File: src/rtl/piso_serializer.sv
// -----------------------------------------------------------------------------
// piso_serializer
//   Parallel-in/serial-out stage feeding a downstream serial pattern detector.
//   Words arrive over a valid/ready handshake and leave one bit per clock on
//   o_dout. A word offered during the last-bit cycle of the current word is
//   accepted immediately, so consecutive words form a gap-free bit stream.
//   While nothing is being shifted, o_dout holds IDLE_BIT.
//
// Parameters
//   WIDTH      bits per word (>= 2)
//   MSB_FIRST  1: bit WIDTH-1 leaves first; 0: bit 0 leaves first
//   IDLE_BIT   fill value on o_dout while idle
//
// Ports
//   clk           in   rising-edge clock
//   rst_n         in   asynchronous active-low reset
//   i_load_data   in   word to serialize
//   i_load_valid  in   i_load_data is valid this cycle
//   o_load_ready  out  word can be accepted this cycle (combinational)
//   o_dout        out  serial bit (registered)
//   o_dout_valid  out  o_dout carries a data bit rather than idle fill
//   o_word_done   out  high while the last bit of a word is on o_dout
// -----------------------------------------------------------------------------
module piso_serializer #(
  parameter int WIDTH     = 8,
  parameter bit MSB_FIRST = 1'b1,
  parameter bit IDLE_BIT  = 1'b0
) (
  input  logic             clk,
  input  logic             rst_n,
  input  logic [WIDTH-1:0] i_load_data,
  input  logic             i_load_valid,
  output logic             o_load_ready,
  output logic             o_dout,
  output logic             o_dout_valid,
  output logic             o_word_done
);

  localparam int            CW       = (WIDTH > 1) ? $clog2(WIDTH) : 1;
  localparam logic [CW-1:0] LAST_CNT = CW'(WIDTH - 1);
  localparam logic [CW-1:0] PREV_CNT = CW'(WIDTH - 2);

  typedef enum logic {
    IDLE  = 1'b0,
    SHIFT = 1'b1
  } state_t;

  state_t           r_state;
  state_t           w_nextState;
  logic [WIDTH-1:0] r_shiftReg;
  logic [WIDTH-1:0] w_shifted;
  logic [CW-1:0]    r_cnt;
  logic             r_dout;
  logic             r_doutValid;
  logic             r_wordDone;
  logic             w_lastBit;
  logic             w_accept;
  logic             w_firstBit;
  logic             w_nextBit;

  // State register
  always_ff @(posedge clk or negedge rst_n) begin
    if (!rst_n) begin
      r_state <= IDLE;
    end else begin
      r_state <= w_nextState;
    end
  end

  // Next-state logic: the last-bit cycle either chains into the next word
  // or drops back to IDLE.
  always_comb begin
    w_nextState = r_state;
    case (r_state)
      IDLE:    if (w_accept) w_nextState = SHIFT;
      SHIFT:   if (w_lastBit) w_nextState = w_accept ? SHIFT : IDLE;
      default: w_nextState = IDLE;
    endcase
  end

  // Handshake decode. Ready depends only on state and count, never on
  // i_load_valid, so no combinational path runs from valid back to ready.
  always_comb begin
    w_lastBit    = (r_state == SHIFT) && (r_cnt == LAST_CNT);
    o_load_ready = (r_state == IDLE) || w_lastBit;
    w_accept     = i_load_valid && o_load_ready;
  end

  // Shift direction and the bit that will reach the output next.
  always_comb begin
    if (MSB_FIRST) begin
      w_shifted  = {r_shiftReg[WIDTH-2:0], 1'b0};
      w_firstBit = i_load_data[WIDTH-1];
      w_nextBit  = r_shiftReg[WIDTH-2];
    end else begin
      w_shifted  = {1'b0, r_shiftReg[WIDTH-1:1]};
      w_firstBit = i_load_data[0];
      w_nextBit  = r_shiftReg[1];
    end
  end

  // Datapath. The register's output-end bit always mirrors r_dout, so the
  // first bit is driven on the accepting edge itself.
  always_ff @(posedge clk or negedge rst_n) begin
    if (!rst_n) begin
      r_shiftReg  <= '0;
      r_cnt       <= '0;
      r_dout      <= IDLE_BIT;
      r_doutValid <= 1'b0;
      r_wordDone  <= 1'b0;
    end else if (w_accept) begin
      r_shiftReg  <= i_load_data;
      r_cnt       <= '0;
      r_dout      <= w_firstBit;
      r_doutValid <= 1'b1;
      r_wordDone  <= 1'b0;
    end else if ((r_state == SHIFT) && !w_lastBit) begin
      r_shiftReg  <= w_shifted;
      r_cnt       <= r_cnt + 1'b1;
      r_dout      <= w_nextBit;
      r_doutValid <= 1'b1;
      r_wordDone  <= (r_cnt == PREV_CNT);
    end else begin
      r_cnt       <= '0;
      r_dout      <= IDLE_BIT;
      r_doutValid <= 1'b0;
      r_wordDone  <= 1'b0;
    end
  end

  assign o_dout       = r_dout;
  assign o_dout_valid = r_doutValid;
  assign o_word_done  = r_wordDone;

endmodule
File: config.mk
export PLATFORM = sky130hd
export DESIGN_NAME = piso_serializer
export DESIGN_NICKNAME = d
export VERILOG_FILES = /design/src/rtl/piso_serializer.sv
export SDC_FILE = /design/constraint.sdc
export NUM_CORES = 1
export LEC_CHECK = 0
export ABC_AREA = 1
export BUFFER_PORTS_ARGS = -buffer_cell sky130_fd_sc_hd__buf_2
export CAP_MARGIN = 25
export CORE_MARGIN = 1
export CORE_UTILIZATION = 40
export CTS_CLUSTER_SIZE = 30
export DETAILED_ROUTE_END_ITERATION = 6
export HOLD_SLACK_MARGIN = 0.08
export MAX_ROUTING_LAYER = met4
export PLACE_DENSITY_LB_ADDON = 0.25
export SLEW_MARGIN = 20
export SYNTH_ARGS = -nofsm -noshare
export SYNTH_HDL_FRONTEND = slang
export SYNTH_SLANG_ARGS = --single-unit
File: constraint.sdc
create_clock -name clk -period 1.63 [get_ports clk]
set_input_delay 0.0815 -clock clk [delete_from_list [all_inputs] [get_ports clk]]
set_output_delay 0.0815 -clock clk [all_outputs]
set_load 0.02 [all_outputs]
# Yosys cells after proc, flatten, opt, wreduce, memory -nomap -nowiden
# Cells that the tools add are included.
# classes
n_addsub	1
n_eq_ne	2
mux	13
bitwise	1
reduce_logical	6
# op_table
op	n
$mux 7	2
$mux 1	8
$eq 3x3->1 const B	2
$mux 3	2
$add 3x1->3 const B	1
$logic_and 1x1->1	3
$pmux 1 s2	1
$reduce_bool 2->1	1
$logic_not 1->1	1
$logic_or 1x1->1	1
$not 1->1	1
# totals
register_bits	14
out_inout_bits	4
word_cells	29

# Depth between registers and ports, before layout
# logic_depth
ltp_word	7
depth_mapped	7
depth_no_buf	6

# Worst setup path before layout
# Ideal clock, no wire load.
# synth_path
path_type	register to register
startpoint	register r_cnt[0]
endpoint	register r_shiftReg[1]
setup_ps	124
arrival_time_ps	1141
required_time_ps	1506
path_slack_ps	365
stages_incl_launch_ff	8
path_buffers	1
period_less_slack_ps	1265
cell_sequence	dfrtp_1 ha_1 ha_1 inv_1 nand2_2 buf_6 nand3_1 nand3_1
# synth_via
elab_chain_len	5
elab_cells_between_ends	8
classes_between	1 x eq/ne; 1 x mux; 6 x reduce/logical
# synth_lines
element	line_no	text
from (decl)	52	logic [CW-1:0] r_cnt;
from (signal assigned)	119	r_cnt <= r_cnt + 1'b1;
$eq 3x3->1 *	84	w_lastBit = (r_state == SHIFT) && (r_cnt == LAST_CNT);
$logic_and 1x1->1 *	84	
$logic_or 1x1->1 / $logic_not 1->1 (equally long branches)	85, 117	
$logic_and 1x1->1 (on tied branches)	86, 117	
$mux 7 / $reduce_bool 2->1 (equally long branches)	n/a	
to (signal assigned)	112	r_shiftReg <= i_load_data;
to (signal assigned)	118	r_shiftReg <= w_shifted;
to (decl)	50	logic [WIDTH-1:0] r_shiftReg;
# Every way passes the cells marked *; elsewhere a longest branch is shown, timed or not.
# A chain may end at the register's enable or synchronous reset.

# Final worst setup path
# layout_path
startpoint	register r_cnt[0]
endpoint	output port o_load_ready
# layout_via
elab_chain_len	3
# layout_lines
element	line_no	text
$eq 3x3->1	84	
$logic_and 1x1->1	84	
$logic_or 1x1->1	85	o_load_ready = (r_state == IDLE) || w_lastBit;
to (decl)	33	output logic o_load_ready,
# Every way passes these cells.

==> run metrics <==
status=finished clean; Tmin final=1550 ps; Inst Count DP=90; total global routing track utilization=0.175; CTS Root Cell=clkbuf_4; CP Cell Sequence=ha_1 > ha_1 > inv_2 > nand2_4 > buf_2; measured slew at the worst slew-check pin=327 ps; register bit total from synthesis=14; most used cell, CP=ha_1; Seq/Total Area, Yosys=0.570; CTS sink cnt=14; CTS tree=yes; most frequent cell after synthesis=nand3_1; synthesized area per cell=9.60 µm²; Slew Limit Fails=0; reg2reg end=r_shiftReg[2]; die area=1700 µm²; critical path class=reg2out; worst min-delay path startpoint=i_load_valid; cell taking the most area after synthesis=dfrtp_1; DR pass1 iterations=4; antenna fix cells=0; max incr delay on CP=~400 ps; clock-pin transition on the worst setup and hold timing paths=70 ps; Crit. End Element=output port; most instantiated cells after synthesis=21 x nand3_1, 14 x dfrtp_1, 12 x nand2_1; Hold Path End=r_shiftReg[0]; CTS buffer count=3; Max-cap violations=0; Final TNS setup=0 ps; fraction of layout cells with a size suffix above 1=0.258; fillers=127; # H-tree levels=1; hold depth=3; Crit Reg-Reg Startpoint=r_cnt[0]; Unique masters post-synth=11; pwr/cell area=1460 nW/µm²; Yosys top cell area share=0.570; fin crit share=0.949; Final setup viols=0; global placer's final weighted congestion=0.657; Critical Path Slowest Stage Cell=dfrtp_1; port bufs=14; nets=105; Hold Crit Class=in2reg; number of synthesized flops with an enable pin=0; syn nets=78; gr ovfl total=0; Worst R2R Path Depth=5; vias per inst=4.88; top area cells in the synthesized netlist=dfrtp_1 57%, nand3_1 17%, nand2_1 7.3%; relative slew slack=0.782; Worst Skew=~5 ps; Critical Path AT=1470 ps; LEAKAGE=roughly 0.43 nW; core box area=1370 µm²; Initial Util=0.450; ys flop type=dfrtp_1; vias=508; Post-DRT Antenna Nets=0; routed len/inst=11.9 µm; synth-to-layout area growth=31.0%; VDD IR max=between 0.7 and 0.8 mV; Clk Latency, worst-skew pair=270 ps; DR DRC count=0; critical path launch point type=flip-flop; Max Freq=647 MHz; initial antenna violation count=0; Buf+Inv Stages, Crit Path=2; mapped cell area=614 µm²; first-pass GRT wire length=1730 µm; Synth warnings=0; vias in the first global route=roughly 390; height of the die=41.2 µm; synthesized instance count=64; non-filler cells, final=104; Initial DRC Count=4; R2R Setup Slk=between 200 and 300 ps; CTS max path bufs=2; crit-path max FO=11; pin count of the biggest net entering global routing=23; drt total wl=approximately 1200 µm; critical path depth=5; final hold viol count=0; CP delay by family, top=adder cells; WP data required=1550 ps; Die Wd=41.2 µm; Synth async-reset ratio=1.00; Cell Rows=13; I/O pin count=15
kinds of logic after synthesis:
family | synth area share
adder cells (fa/ha/maj) | 0.0611
buffers and inverters | 0.0794
flip-flops | 0.570
AND/OR/NAND/NOR | 0.289
final cells by class:
cell class / instances / area [µm²] / area share
Inverter: 5 / 18.8 / 0.0233
Clock buffer: 3 / 22.5 / 0.0280
Multi-Input combinational cell: 43 / 226 / 0.281
Sequential cell: 14 / 350 / 0.435
Timing Repair Buffer: 24 / 168 / 0.208
Tap cell: 15 / 18.8 / 0.0233
worst reg2reg max path: stages, from the launching register on:
cell and delay [ps]:
dfrtp_1 400, ha_1 200, ha_1 210, nor2_2 300
nand2_1 100, nand3_1 90
repair_timing:
action	in CTS	in global routing
pin swaps	0	1
hold buffers	9	0
endpoints found under the setup margin	1	1
endpoints found under the hold margin	22	0
gates cloned	0	1
gates resized for setup	1	1
buffers inserted	0	1
stage by stage:
stage               setup slack [ps]  area, µm²  power [mW]   util  hold WS, ps
finish                          83.4        805        1.17  0.589          164
global route                   -4.75        805        1.28  0.589          163
CTS                             1.31        791        1.15  0.579          143
detailed placement               177        673       0.934  0.493        -8.21
global placement                 235        673       0.916  0.493        -9.29
floorplan                        365        614       0.864      -         -214
flip-flops by register name, summed over array words and instances, names as in the netlist:
register,cells
r_cnt,3
o_dout_valid,1
r_shiftReg,7
o_word_done,1
r_state,1
o_dout,1
per-layer routing:
metal	global-route usage	up-vias	wire (µm)
met3	0.0978	0	63
li1	-	260	-
met4	0.0484	0	0
met2	0.254	12	612
met1	0.207	236	559
met5	-	-	0
cell usage in the layout, fill, tap and decap left out:
cell,count
buf_2,14
buf_4,1
clkbuf_4,3
dfrtp_1,14
dlygate4sd3_1,9
ha_1,3
inv_1,3
inv_2,2
nand2_1,12
nand2_2,1
nand2_4,1
nand3_1,21
nor2_1,4
nor2_2,1
worst max-delay path by stage:
| stage | start | end | slack (ps) |
|---|---|---|---|
| after detailed placement | r_cnt[0] | r_shiftReg[3] | 180 |
| after CTS | r_cnt[0] | o_load_ready | 1 |
| after floorplan | r_cnt[0] | r_shiftReg[1] | 370 |
| after global placement | r_cnt[0] | r_shiftReg[6] | 240 |
| final | r_cnt[0] | o_load_ready | 80 |
| after global routing | r_cnt[0] | o_load_ready | -5 |
power breakdown:
group / switching (mW) / internal, mW / leakage [nW]
clock: 0.104 / 0.0856 / 0.0138
sequential: 0.0660 / 0.470 / 0.176
combinational: 0.271 / 0.176 / 0.237
No activity file was read; power rests on OpenSTA's default activity.
